### src/rtl/serial_adder_ctrl.sv
// Bit-serial adder controller: one full_adder cell shared over WIDTH clocks, LSB first.
// Optional subtract path enabled by defining SERIAL_ADD_SUB_EN (adds the 'sub' port).

module full_adder (
  output logic sum,
  output logic cout,
  input  logic a,
  input  logic b,
  input  logic c
);
  assign sum  = a ^ b ^ c;
  assign cout = (a & b) | (c & (a ^ b));
endmodule

module serial_adder_ctrl #(
  parameter int WIDTH = 8
) (
  input  logic             clk,
  input  logic             rst_n,
  input  logic             in_valid,
  output logic             in_ready,
  input  logic [WIDTH-1:0] a,
  input  logic [WIDTH-1:0] b,
  input  logic             cin,
`ifdef SERIAL_ADD_SUB_EN
  input  logic             sub,
`endif
  output logic             out_valid,
  input  logic             out_ready,
  output logic [WIDTH-1:0] sum,
  output logic             cout,
  output logic             busy
);

  localparam int CW = $clog2(WIDTH + 1);

  typedef enum logic [1:0] {
    IDLE = 2'd0,
    RUN  = 2'd1,
    DONE = 2'd2
  } state_t;

  state_t state, state_next;

  logic [WIDTH-1:0] a_sr;
  logic [WIDTH-1:0] b_sr;
  logic [WIDTH-1:0] result;
  logic [WIDTH-1:0] msb_in;
  logic [WIDTH-1:0] b_load;
  logic             carry;
  logic             carry_load;
  logic [CW-1:0]    cnt;
  logic             fa_sum;
  logic             fa_cout;
  logic             accept;
  logic             last_bit;

  full_adder u_fa (
    .sum  (fa_sum),
    .cout (fa_cout),
    .a    (a_sr[0]),
    .b    (b_sr[0]),
    .c    (carry)
  );

  assign accept   = in_valid & in_ready;
  assign last_bit = (cnt == CW'(WIDTH - 1));
  assign sum      = result;
  assign cout     = carry;

  // Subtraction is a + ~b + 1, so the forced carry-in replaces cin.
  always_comb begin
    b_load     = b;
    carry_load = cin;
`ifdef SERIAL_ADD_SUB_EN
    if (sub) begin
      b_load     = ~b;
      carry_load = 1'b1;
    end
`endif
  end

  always_comb begin
    msb_in            = '0;
    msb_in[WIDTH-1]   = fa_sum;
  end

  always_ff @(posedge clk) begin
    if (!rst_n) state <= IDLE;
    else        state <= state_next;
  end

  always_comb begin
    state_next = state;
    in_ready   = 1'b0;
    out_valid  = 1'b0;
    busy       = 1'b0;
    case (state)
      IDLE: begin
        in_ready = 1'b1;
        if (in_valid) state_next = RUN;
      end
      RUN: begin
        busy = 1'b1;
        if (last_bit) state_next = DONE;
      end
      DONE: begin
        out_valid = 1'b1;
        if (out_ready) state_next = IDLE;
      end
      default: state_next = IDLE;
    endcase
  end

  // The result register fills from the top so the LSB lands in bit 0 after WIDTH shifts.
  always_ff @(posedge clk) begin
    if (!rst_n) begin
      a_sr   <= '0;
      b_sr   <= '0;
      result <= '0;
      carry  <= 1'b0;
      cnt    <= '0;
    end else if (accept) begin
      a_sr  <= a;
      b_sr  <= b_load;
      carry <= carry_load;
      cnt   <= '0;
    end else if (state == RUN) begin
      a_sr   <= a_sr >> 1;
      b_sr   <= b_sr >> 1;
      result <= (result >> 1) | msb_in;
      carry  <= fa_cout;
      cnt    <= cnt + CW'(1);
    end
  end

endmodule

### config.mk
export PLATFORM = sky130hd
export DESIGN_NAME = serial_adder_ctrl
export DESIGN_NICKNAME = d
export VERILOG_FILES = /design/src/rtl/serial_adder_ctrl.sv
export SDC_FILE = /design/constraint.sdc
export NUM_CORES = 1
export LEC_CHECK = 0
export CAP_MARGIN = 10
export CORE_MARGIN = 4
export CORE_UTILIZATION = 52
export CTS_CLUSTER_DIAMETER = 120
export DETAILED_ROUTE_END_ITERATION = 10
export PLACE_DENSITY = 0.91
export SLEW_MARGIN = 20
export SYNTH_ARGS = -nofsm -noshare
export SYNTH_HDL_FRONTEND = slang
export SYNTH_HIERARCHICAL = 1
export SYNTH_SLANG_ARGS = --single-unit
### constraint.sdc
create_clock -name clk -period 2.3 [get_ports clk]
set_input_delay 0.69 -clock clk [delete_from_list [all_inputs] [get_ports clk]]
set_output_delay 0.69 -clock clk [all_outputs]
set_load 0.01 [all_outputs]
* Word level (Yosys, flattened, before mapping)
Cells that the tools add are included.
Operators by class: bitwise operators 9, equality and inequality tests 6, reductions and logical operators 5, multiplexer cells 13, add/subtract/negate cells 1
Operators by type and width (count):
- 8-bit two-way mux | 4
- 7-bit by 8-bit bitwise OR with 8-bit output | 1
- 2-bit two-way mux | 3
- 2-bit != test (second input constant) | 3
- 2-bit one-hot mux with 3 select lines | 1
- 1-bit two-way mux | 5
- 4-bit by 1-bit adder with 4-bit output (second input constant) | 1
- 4-bit by 3-bit equality test with 1-bit output (second input constant) | 1
- 1-bit AND | 3
- 3-bit AND reduction | 1
- 2-bit by 1-bit equality test with 1-bit output (second input constant) | 1
- 2-bit equality test (second input constant) | 1
- 2-bit logical NOT | 1
- 1-bit inverter | 2
- 2-bit AND reduction | 1
- 2-bit nonzero test | 1
- 2-bit OR reduction | 1
- 1-bit XOR | 2
- 1-bit bitwise OR | 1
Word-level totals: word-level logic and storage cells 40, bits of input ports 21, register bits 31, output and inout bits 12

* Depth between registers and ports, before layout
Gate-level depths: netlist of the first run.
depth in word-level cells 5, mapped depth 7

* Modules after synthesis
The synthesis of the first run kept the hierarchy.
Modules (own cells, without submodules):
- serial_adder_ctrl | area an instance 1383.8 um^2, instances 1, cells each 162, seq. area each 620.6 um^2
- full_adder | area an instance 20.0 um^2, instances 1, cells each 1, seq. area each 0.0 um^2

* Least setup slack after synthesis of the first run
No wires, ideal clock.
path type reg2out, start point register state[0], end point output busy, setup slack 0.721 ns, stages on the path, launching flop included 6, arrival 0.889 ns, path buffers 3, path through dfxtp_1 > buf_2 > nand2b_1 > buf_2 > inv_1 > buf_2
Between the ends: cells in the longest elaborated chain, start to end 2
RTL lines:
- start, declared | RTL line 43 | state_t state, state_next;
- start signal, assigned | RTL line 90 | else state <= state_next;
- 2-bit by 1-bit equality test with 1-bit output | RTL line 98 | case (state)
- 1-bit two-way mux | RTL line 98
- end, declared | RTL line 32 | output logic busy
Every way passes these cells.

* Worst setup path in the final report of the first run
start point register state[1], end point output in_ready
Between the ends: cells in the longest elaborated chain, start to end 2
RTL lines:
- 2-bit logical NOT | RTL line 98
- 1-bit two-way mux | RTL line 98
- end, declared | RTL line 21 | output logic in_ready,
Every way passes these cells.

==> out/metrics.yaml, run 1 <==
cts:
  cts_root_buf: "clkbuf_4"
  cts_sinks: 31
  cts_max_level: 2
  cts_tree: "built"
  cts_buffer_depth: 2
  ctsHoldBuffers: 0
  clock_latency_ns: 0.32
  cts_setup_buffers: 0
  cts_buffers: 5
  clk_pin_slew_ns: 0.08
routing:
  vias: 1321
  wl_um: 3140
  wl_per_cell_um: 14.1
  route.detailed.drc: 0
  dr.pass1.iters: 4
  vias_per_cell: 5.95
  ant_nets: 0
  detail_route.iter0.violations: 53
critical_path:
  critPathCaptureType: "primary output"
  cp.required_ns: 1.61
  crit_type: "flip-flop to primary output"
  crit_slowest_cell: "clkdlybuf4s50_1"
  crit_chain: "buf_4, nor2_1, clkdlybuf4s50_1"
  cp.arrival_ns: 1.47
  start_kind: "flip-flop"
  path_max_fanout: 17
  max_stage_delay_ns: 0.54
sta:
  final.setup.worst_slack_ns: 0.141
  tightest_slew_ns: 0.470
  finalCriticalPeriod_ns: 2.16
  slew_headroom_pct: 68.6
  slew_violations: 0
  fin_tns_setup_ns: 0
  post-route-period-util_pct: 93.9
  setup_viol_count_final: 0
  skew_ns: 0.00688
  fmax_mhz: 463
  rsz0062_at_grt: "false"
  hold_viol_final: 0
job:
  maxCapViolations: 0
synth:
  synth_nets: 186
  synth_top_area_share_pct: 44.2
  yosysWarnings: 6
  yosysMostFrequentCell: "dfxtp_1"
  async_flop_share_pct: 0
  yosysSeqAreaShare_pct: 44.2
  syn_avg_cell_area_um2: 8.61
  synth-edff-count: 0
  synthTopCellsByArea: "dfxtp_1 (44%), o221ai_1 (9.4%), a21oi_1 (8.9%)"
  synth_flop_cell: "dfxtp_1"
  synth_cell_types: 28
  synth_seq_cells: 31
  synth_area_um2: 1400
  yosys.area.top_type: "dfxtp_1"
  synth_common_cells: "dfxtp_1 (31), a21oi_1 (25), nand2_1 (18)"
  syn_inst: 163
floorplan:
  dieArea_um2: 3600
  io_pins: 33
  start_util_pct: 55.7
  rows: 18
  die_w_um: 60.0
  fp.dieH_um: 60.0
  fp.coreArea_um2: 2520
global_routing:
  antenna_found_initial: 0
  grt_usage_pct: 19.1
  grt_overflow: 0
  grt_pass1_vias: 1217
  grt_first_pass_wirelength_um: 5200
  grt_max_degree: 30
cells_and_area:
  register_area_um2: 622
  nNetsFinal: 216
  drive_gt1_share_pct: 10.9
  fillers: 194
  syn_to_final_growth_pct: 27.5
  diodes: 0
  multiInputGateArea_um2: 689
pwr:
  p_total_mw: 1.03
  p_leak_nw: 0.642
  vdd_drop_max_mv: 0.415
  p_per_area_nw_per_um2: 577
place:
  gp_congestion: 0.734
  place_worst_setup_slack_ns: 0.168
  hpwl_um: 2170
  numPortBuffers: 32
hold_path:
  hp-class: "flip-flop to flip-flop"
run_status:
  status: "completed"
## layer usage
layer | wire length, um | share of wire [%] | up-vias | track usage [%]
met4 | 57 | 1.8 | 0 | 10.4
met3 | 191 | 6.1 | 5 | 4.75
li1 | - | - | 656 | -
met5 | 0 | 0 | - | 0
met1 | 1280 | 41 | 611 | 20.0
met2 | 1610 | 51 | 49 | 34.3
## what timing repair did
item / in CTS / in global routing
endpoints found under the setup margin: 0 / 1
resized for setup: 0 / 1
endpoints found under the hold margin: 0 / 0
## sequential cells by signal (all words and copies together), names as in the netlist
signal	count
cnt	4
cout	1
sum	8
state	2
b_sr	8
a_sr	8
## final cells by class
cell class                 instances  share of cell area (%)
tap                               30                    2.10
multi-input combinational        110                    38.5
inverter                           8                    1.68
clock buffer                       6                    2.31
sequential                        31                    34.7
timing repair buffer              37                    20.7
## where the power goes
part           internal, mW  switching (mW)  leakage (nW)
Clock                 0.108           0.164        0.0242
Combinational        0.0909          0.0744         0.362
Sequential            0.569          0.0268         0.255
## layout by cell type, fill, tap and decap left out, types with 2 or more instances in the layout
master and count:
nand2_1 18, a32o_1 2, a21oi_1 25, nand3_1 2, or3b_2 10, dfxtp_1 30
buf_4 4, o22ai_1 7, nor2_1 4, o21ai_0 10, clkbuf_4 5, inv_1 8
nor2b_1 2, clkdlybuf4s50_1 32, o221ai_1 15, nand2b_1 2
## path summary, 6_finish.rpt
check / from / to / slack, ns / cells past startpoint
setup reg to reg: state[0] / cnt[3] / 0.96 / 4
hold / removal: sum[0] / sum[0] / 0.46 / 2
setup / recovery: state[1] / in_ready / 0.14 / 3
hold reg to reg: sum[0] / sum[0] / 0.46 / 2
## through the flow
| stage | cells | hold WS, ns | utilization [%] | area, um2 |
|---|---|---|---|---|
| 2_1_floorplan | 163 | 0.471 | - | 1400 |
| 3_3_place_gp | 216 | 0.441 | 69.3 | 1750 |
| 3_5_place_dp | 216 | 0.454 | 69.3 | 1750 |
| 4_1_cts | 222 | 0.466 | 70.9 | 1790 |
| 5_1_grt | 222 | 0.488 | 71.0 | 1790 |
| 6_report | 222 | 0.465 | 71.0 | 1790 |
## kinds of logic (layout without fill, tap and decap cells)
logic type | Yosys count | after routing | synth area share (%)
AOI/OAI and AO/OA | 63 | 63 | 28.3
muxes | 1 | 1 | 0.713
DFF | 31 | 31 | 44.2
adders and majority gates | 2 | 2 | 2.32
buffers and inverters | 22 | 51 | 6.68
and+or+nand+nor | 44 | 44 | 17.8
## critical path, delay by kind of cell, from the launching register on
family / cells / cell delay [ns]
buf+inv: 2 / 0.73
flops: 1 / 0.33
simple gates: 1 / 0.09
Note: power is estimated with default switching activity, not from simulation.
==> run 2: changes to the inputs <==
Settings changed: CORE_UTILIZATION 52 to 48, PLACE_DENSITY 0.91 to 0.85.
Clock period 2.3 ns to 2.47 ns, I/O delays scaled along.
==> run 2 against run 1 <==
Effect of this change: combinational power down 8%; final cell count up 1.4%; design area up 0.56%; global-route usage up 0.17 points; register-to-register slack better by 0.06 ns; clock-buffer cell count unchanged; power down 2.7%; sequential cell count unchanged; hold slack worse by 0.0026 ns; critical path type unchanged; largest cell class unchanged; largest power group unchanged; highest routed layer unchanged.
==> out/metrics.yaml, run 2 (synthesized netlist as in run 1, its figures left out) <==
floorplan:
  fp.dieH_um: 62.1
  io_pins: 33
  fp.coreArea_um2: 2780
  die_w_um: 62.1
  rows: 19
  dieArea_um2: 3850
  start_util_pct: 50.5
sta:
  setup_viol_count_final: 0
  rsz0062_at_grt: "false"
  post-route-period-util_pct: 94.2
  hold_viol_final: 0
  slew_headroom_pct: 67.7
  fin_tns_setup_ns: 0
  slew_violations: 0
  skew_ns: 0.0106
  tightest_slew_ns: 0.485
  fmax_mhz: 430
  finalCriticalPeriod_ns: 2.33
  final.setup.worst_slack_ns: 0.144
global_routing:
  grt_usage_pct: 19.2
  grt_max_degree: 28
  grt_pass1_vias: 1258
  antenna_found_initial: 0
  grt_overflow: 0
  grt_first_pass_wirelength_um: 5400
place:
  hpwl_um: 2340
  gp_congestion: 0.755
  numPortBuffers: 32
  dp_cells: 218
  place_worst_setup_slack_ns: 0.241
  post_dp_cell_area_um2: 1740
routing:
  dr_wl_met3_um: 168
  vias_per_cell: 5.84
  vias: 1313
  wl_um: 3260
  wl_met2_um: 1660
  dr.pass1.iters: 4
  route.detailed.drc: 0
  wl_met1_um: 1390
  detail_route.iter0.violations: 64
  highest_layer: "met4"
  wl_per_cell_um: 14.5
  ant_nets: 0
cts:
  cts_setup_buffers: 0
  cts_buffer_depth: 2
  ctsHoldBuffers: 0
  cts_buffers: 5
  clk_pin_slew_ns: 0.08
  cts_sinks: 31
  clock_latency_ns: 0.33
  cts_resized: 0
  cts_max_level: 2
  cts_tree: "built"
  cts_root_buf: "clkbuf_4"
cells_and_area:
  diodes: 0
  layout_common_cells: "clkdlybuf4s50_1 (32), dfxtp_1 (31), a21oi_1 (25), nand2_1 (18), o221ai_1 (15)"
  final_common_cell: "clkdlybuf4s50_1"
  syn_to_final_growth_pct: 28.3
  final_cell_area_um2: 1800
  drive_gt1_share_pct: 11.9
  finalNonFillerCells: 225
  nNetsFinal: 217
pwr:
  p_per_area_nw_per_um2: 558
  vdd_drop_max_mv: 0.483
  p_leak_nw: 0.651
run_status:
  status: "completed"
critical_path:
  crit_slowest_cell: "clkdlybuf4s50_1"
  path_buf_inv: 2
  critPathCaptureType: "primary output"
  start_kind: "flip-flop"
  max_stage_delay_ns: 0.54
  path_max_fanout: 9
  cp.arrival_ns: 1.59
  crit_chain: "nand2b_1, inv_1, clkdlybuf4s50_1"
  crit_type: "flip-flop to primary output"
  cp.required_ns: 1.73
  cp_top_family: "buffers and inverters"
job:
  maxCapViolations: 0
hold_path:
  hp-class: "flip-flop to flip-flop"
==> run 2: path summary, 6_finish.rpt <==
| path | endpoint | depth (start not counted) | slack [ns] | startpoint |
|---|---|---|---|---|
| worst max register to register | cnt[3] | 4 | 1.02 | state[0] |
| worst max-delay path | busy | 3 | 0.14 | state[0] |
| worst min register to register | sum[0] | 2 | 0.46 | sum[0] |
| worst min-delay path | sum[0] | 2 | 0.46 | sum[0] |
==> run 2: power breakdown <==
group,internal [mW],switching (mW)
combinational,0.0832,0.0680
clock,0.132,0.166
sequential,0.529,0.0259
==> run 2: routing by layer <==
| metal | up-vias | GRT usage [%] |
|---|---|---|
| li1 | 659 | - |
| met4 | 0 | 8.48 |
| met2 | 32 | 32.5 |
| met3 | 4 | 6.40 |
| met5 | - | 0 |
| met1 | 618 | 21.9 |
==> run 2: layout make-up <==
class / instances / area [um2]
clock buffers: 6 / 51.3
clock inverters: 1 / 5.00
fillers: 255 / 981
inverters: 8 / 30.0
multi-input cells: 110 / 689
flip-flops and latches: 31 / 621
well taps: 31 / 38.8
repair buffers: 38 / 365
==> run 2: worst reg2reg max path: cells and delay by family (launching register included) <==
family          cells  cell delay (ns)
compound gates      1             0.16
buf+inv             1             0.23
flops               1             0.50
simple gates        2             0.50
==> run 2: metrics by stage <==
step	util, %	power, mW	hold slack, ns
after floorplan	-	0.651	0.471
after global placement	62.7	0.709	0.443
after detailed placement	62.7	0.718	0.451
after CTS	64.7	1.01	0.464
after global routing	64.7	1.06	0.480
final	64.7	1.00	0.462
==> run 3: changes to the inputs <==
Settings changed: ABC_AREA set to 1, CORE_UTILIZATION 48 to 47, PLACE_DENSITY 0.85 to 0.86.
==> run 3 against run 2 <==
Effect of this change: via count is 9.3% lower; power increased by 12%; core utilization increased by 1.4 points; sequential cell count stayed put; first-iteration DRC count down 59%; clock skew increased by 0.0014 ns; critical path depth unchanged; register-to-register slack better by 0.10 ns; sequential share of layout area increased by 2.7 points; maximum frequency up 0.47%; critical endpoint unchanged.
==> out/metrics.yaml, run 3 <==
pwr:
  p_comb_share_pct: 14.7
  pwr-share-clk_pct: 36.1
  p_per_area_nw_per_um2: 675
  switching_share_pct: 24.0
  vdd_drop_max_mv: 0.491
  p_total_mw: 1.13
  power.switching_mw: 0.270
  power_frac_seq_pct: 49.2
  p_leak_nw: 0.618
  intPower_mw: 0.855
floorplan:
  start_util_pct: 49.8
  dieArea_um2: 3560
  rows: 18
  fp.dieH_um: 59.7
  io_pins: 33
  die_w_um: 59.7
  fp.coreArea_um2: 2520
cts:
  cts_setup_buffers: 0
  cts_resized: 0
  cts_buffer_depth: 2
  cts_max_level: 2
  cts_buffers: 5
  cts_root_buf: "clkbuf_4"
  cts_sinks: 31
  ctsHoldBuffers: 0
  cts_tree: "built"
  clock_latency_ns: 0.33
  clk_pin_slew_ns: 0.09
synth:
  yosys.area.top_type: "dfxtp_1"
  yosysMostFrequentCell: "nand2_1"
  synth_area_um2: 1260
  synthTopCellsByArea: "dfxtp_1 (49%), nand2_1 (16%), a31oi_1 (8.0%)"
  async_flop_share_pct: 0
  synth_common_cells: "nand2_1 (55), dfxtp_1 (31), nor2_1 (23)"
  syn_avg_cell_area_um2: 7.57
  syn_inst: 166
  yosysSeqAreaShare_pct: 49.4
  synth_seq_cells: 31
  synth-edff-count: 0
  synth_nets: 189
  yosysWarnings: 6
  synth_cell_types: 23
  synth_flop_cell: "dfxtp_1"
  synth_top_area_share_pct: 49.4
routing:
  detail_route.iter0.violations: 26
  route.detailed.drc: 0
  wl_per_cell_um: 11.7
  dr.pass1.iters: 4
  vias_per_cell: 5.16
  vias: 1191
  ant_nets: 0
  wl_um: 2710
cells_and_area:
  fillers: 234
  final_common_cell: "nand2_1"
  drive_gt1_share_pct: 8.46
  final_cell_area_um2: 1670
  nNetsFinal: 223
  layout_common_cells: "nand2_1 (55), clkdlybuf4s50_1 (32), dfxtp_1 (31), nor2_1 (23), a31oi_1 (16)"
  diodes: 0
  multiInputGateArea_um2: 557
  finalNonFillerCells: 231
  post-route-util_pct: 66.1
  register_area_um2: 621
  syn_to_final_growth_pct: 32.8
critical_path:
  cp.arrival_ns: 1.57
  reg2reg_to: "a_sr[4]"
  critPathCaptureType: "primary output"
  r2r-start: "state[0]"
  crit_type: "flip-flop to primary output"
  r2r_slack_ns: 1.12
  max_stage_delay_ns: 0.53
  cp.required_ns: 1.73
  crit_slowest_cell: "clkdlybuf4s50_1"
  crit_chain: "nand2_2, clkinv_2, clkdlybuf4s50_1"
  path_max_fanout: 14
  start_kind: "flip-flop"
  rr_worst_depth: 5
sta:
  tightest_slew_ns: 0.513
  post-route-period-util_pct: 93.7
  setup_viol_count_final: 0
  fin_hold_ws_ns: 0.475
  final.setup.worst_slack_ns: 0.155
  skew_ns: 0.0120
  rsz0062_at_grt: "false"
  hold_viol_final: 0
  slew_violations: 0
  slew_headroom_pct: 65.6
  fin_tns_setup_ns: 0
  finalCriticalPeriod_ns: 2.32
  fmax_mhz: 432
hold_path:
  hold_depth: 2
  hold_end: "a_sr[7]"
  hold_start: "a_sr[7]"
  hp-class: "flip-flop to flip-flop"
global_routing:
  grt_usage_pct: 17.0
  grt_first_pass_wirelength_um: 4460
  grt_pass1_vias: 1087
  grt_overflow: 0
  grt_max_degree: 28
  antenna_found_initial: 0
place:
  gp_congestion: 0.760
  post_dp_cell_area_um2: 1580
  place_worst_setup_slack_ns: 0.167
  hpwl_um: 1960
  dp_cells: 223
  numPortBuffers: 32
run_status:
  status: "completed"
job:
  maxCapViolations: 0
[run 3: cell count changes in the layout (fill, tap and decap cells not counted), sizes merged, moves of 4 or more]
cell,before,now
o22ai,7,0
or3b,10,0
nor2,4,24
buf,6,2
a21oi,25,4
a31oi,1,16
o221ai,15,0
nand2,18,57
[run 3: how the worst max path moves through the flow]
stage	from	to	slack [ns]	depth (start not counted)
floorplan	state[1]	busy	0.95	4
global placement	rst_n	b_sr[6]	0.27	3
global route	state[0]	busy	0.06	3
detailed placement	rst_n	a_sr[4]	0.17	3
finish	state[0]	busy	0.15	3
CTS	state[0]	busy	0.12	3
[run 3: critical path, delay by kind of cell (launching register included)]
kind,cells,cell delay (ns)
buffers and inverters,2,0.62
and+or+nand+nor,1,0.20
DFF,1,0.44
[run 3: cells by family (layout without fill, tap and decap cells)]
group / Yosys count / in the layout / synth area share [%]
AND/OR/NAND/NOR: 86 / 86 / 26.8
flip-flops: 31 / 31 / 49.4
XOR/XNOR: 1 / 1 / 0.697
AO/OA/AOI/OAI: 31 / 31 / 14.2
adder cells (fa/ha/maj): 2 / 2 / 2.59
buffers and inverters: 15 / 50 / 6.27
[run 3: cell type report]
class	instances	area share [%]
clock buffers	6	3.08
clock inverters	2	2.10
inverters	8	1.88
multi-input cells	120	33.4
flip-flops and latches	31	37.2
well taps	30	2.25
repair buffers	34	20.1
[run 3: power by group through the flow]
stage | sequential (mW) | clock (mW) | combinational [mW]
3_5_place_dp | 0.565 | 0 | 0.168
4_1_cts | 0.554 | 0.420 | 0.167
5_1_grt | 0.558 | 0.441 | 0.184
2_1_floorplan | 0.567 | 0 | 0.0857
3_3_place_gp | 0.563 | 0 | 0.160
6_report | 0.554 | 0.406 | 0.165
[run 3: metal layers]
layer	part of all wire (%)	track usage (%)	vias up
met5	0	0	-
met1	41	19.1	537
met3	7.4	5.18	5
met4	2.2	9.81	0
li1	-	-	610
met2	50	28.2	39
==> variant (settings of run 2) <==
The option `SERIAL_ADD_SUB_EN` is turned on by a define.
--- a/src/rtl/serial_adder_ctrl.sv
+++ b/src/rtl/serial_adder_ctrl.sv
@@ -1,5 +1,7 @@
 // Bit-serial adder controller: one full_adder cell shared over WIDTH clocks, LSB first.
 // Optional subtract path enabled by defining SERIAL_ADD_SUB_EN (adds the 'sub' port).
+
+`define SERIAL_ADD_SUB_EN
 
 module full_adder (
   output logic sum,
Ports: changed (added sub); port bits go from 33 to 34. No check against the original RTL was run, so the function may have changed too.
==> variant against run 2 <==
  * Via count is 2.4% lower
  * Routed wire length decreased by 1.0%
  * Final area is 0.21% higher
  * Non-clock buffer count stayed put
  * Synthesized area down 0.89%
  * Sequential cell count stayed put
  * Setup slack improved by 50 ps
  * Power up 5.6%
  * Sequential share of layout area is essentially flat
  * Combinational power grew 15%
  * Die area down 0.77%
  * Core utilization rose by 0.69 points
  * Global-route usage rose by 0.20 points
  * Largest cell class unchanged
==> variant: results (changes against run 2) <==
| Metric | Value |
|---|---|
| GRT Total Usage | 0.194 (+0.00203) |
| Layout cell share with drive strength beyond 1 | 0.0761 (-0.0424) |
| Nets@finish | 220 (+1.4%) |
| First-pass GRT wire length | 5350 um (-1.0%) |
| Sequential share of the synthesized area | 0.446 (+0.00398) |
| Status | complete, no violations |
| Leakage | 0.655 nW (+0.48%) |
| Synth top cells by count | dfxtp_1, nand2_1, a21oi_1 |
| Syn_area_per_cell | 8.54 um^2 (-0.89%) |
| Final WL | 3220 um (-1.0%) |
| Fin cells | 228 (+1.3%) |
| Max Cap Viol | 0 (unchanged) |
| Netlist cell types | 30 (+7.1%) |
| Vias in the first global route | 1,199 (-4.7%) |
| Fillers | 226 (-11%) |
| Crit path largest cell delay | 530 ps |
| Place WS | 293 ps (+52.2 ps) |
| VDD IR max | 0.464 mV (-3.9%) |
| Post-synthesis compound-gate area fraction | 0.215 (-0.0676) |
| Adder-cell share of the synthesized area | 0.0234 (+0.000208) |
| DR top layer | met4 |
| Via density | 5.62 (-3.6%) |
| Initial DRC Count | 59 (-7.8%) |
| Clock skew | 5.34 ps (-5.27 ps) |
| Htree depth | 2 (unchanged) |
| I/O Buffers | 33 (+3.1%) |
| M1 WL | 1320 um (-5.1%) |
| Hold_ws | 471 ps (+8.92 ps) |
| Largest net degree at the start of global routing | 26 (-7.1%) |
| WL met2 | 1670 um (+0.90%) |
| Post-synthesis mux area share | 0 (-0.00713) |
| Worst-Margin Slew | 428 ps (-56.7 ps) |
| R2r setup slk | 1110 ps (+90 ps) |
| Worst EP arrival | 1540 ps (-50 ps) |
| Internal power | 784 uW (+5.4%) |
| Ranking of synthesized cells by area | dfxtp_1, nand2_1, a21oi_1, o221ai_1, xor2_1 |
| Number of CTS-inserted buffers | 5 (unchanged) |
| GP Congestion | 0.771 (+2.1%) |
| WL met3 | 160 um (-4.8%) |
| Max FO, Critical Path | 11 (+2) |
| Syn_nets | 187 (+0.54%) |
## variant: metrics by stage
stage | total power, mW | cell area [um^2]
after global placement | 0.723 | 1730
after global routing | 1.11 | 1800
final | 1.06 | 1800
after CTS | 1.06 | 1800
after floorplan | 0.659 | 1390
after detailed placement | 0.734 | 1730
## variant: final cells by class
type                       count  area (um^2)  area share
tap                           31         38.8      0.0215
multi-input combinational    116          692       0.383
timing repair buffer          38          368       0.204
sequential                    31          622       0.345
clock buffer                   8         68.8      0.0381
inverter                       4         15.0     0.00832
## variant: tightest hold or removal path, stage by stage (launching register included)
cell	delay (ps)
dfxtp_1	330
nand2_1	50
a21oi_1	50
## variant: timing repair
item	CTS	global route
resized for setup	0	1
hold buffers	0	0
setup endpoints to repair	0	2
## variant: cells by family after synthesis
group / Yosys count
AND/OR/NAND/NOR: 57
AO/OA/AOI/OAI: 47
XOR/XNOR: 10
adder cells (fa/ha/maj): 2
buffers and inverters: 16
flip-flops: 31
## variant: worst paths after layout
kind,cells past startpoint,endpoint,start
worst max-delay path,3,out_valid,state[1]$_SDFFE_PN0P_
worst min-delay path,2,sum[2]$_SDFFE_PN0P_,sum[3]$_SDFFE_PN0P_
worst max register to register,4,cnt[3]$_SDFFE_PP0N_,state[1]$_SDFFE_PN0P_
worst min register to register,2,sum[2]$_SDFFE_PN0P_,sum[3]$_SDFFE_PN0P_
## variant: power by group through the flow
stage,Clock [mW],Sequential [mW],Combinational [mW]
floorplan,0,0.556,0.103
global placement,0,0.558,0.166
detailed placement,0,0.560,0.174
CTS,0.339,0.548,0.175
global route,0.366,0.553,0.191
finish,0.339,0.548,0.174
## variant: per-layer routing
layer / vias up / global-route usage
met5: - / 0
met4: 0 / 0.100
met3: 10 / 0.0517
met2: 38 / 0.324
met1: 591 / 0.229
li1: 643 / -
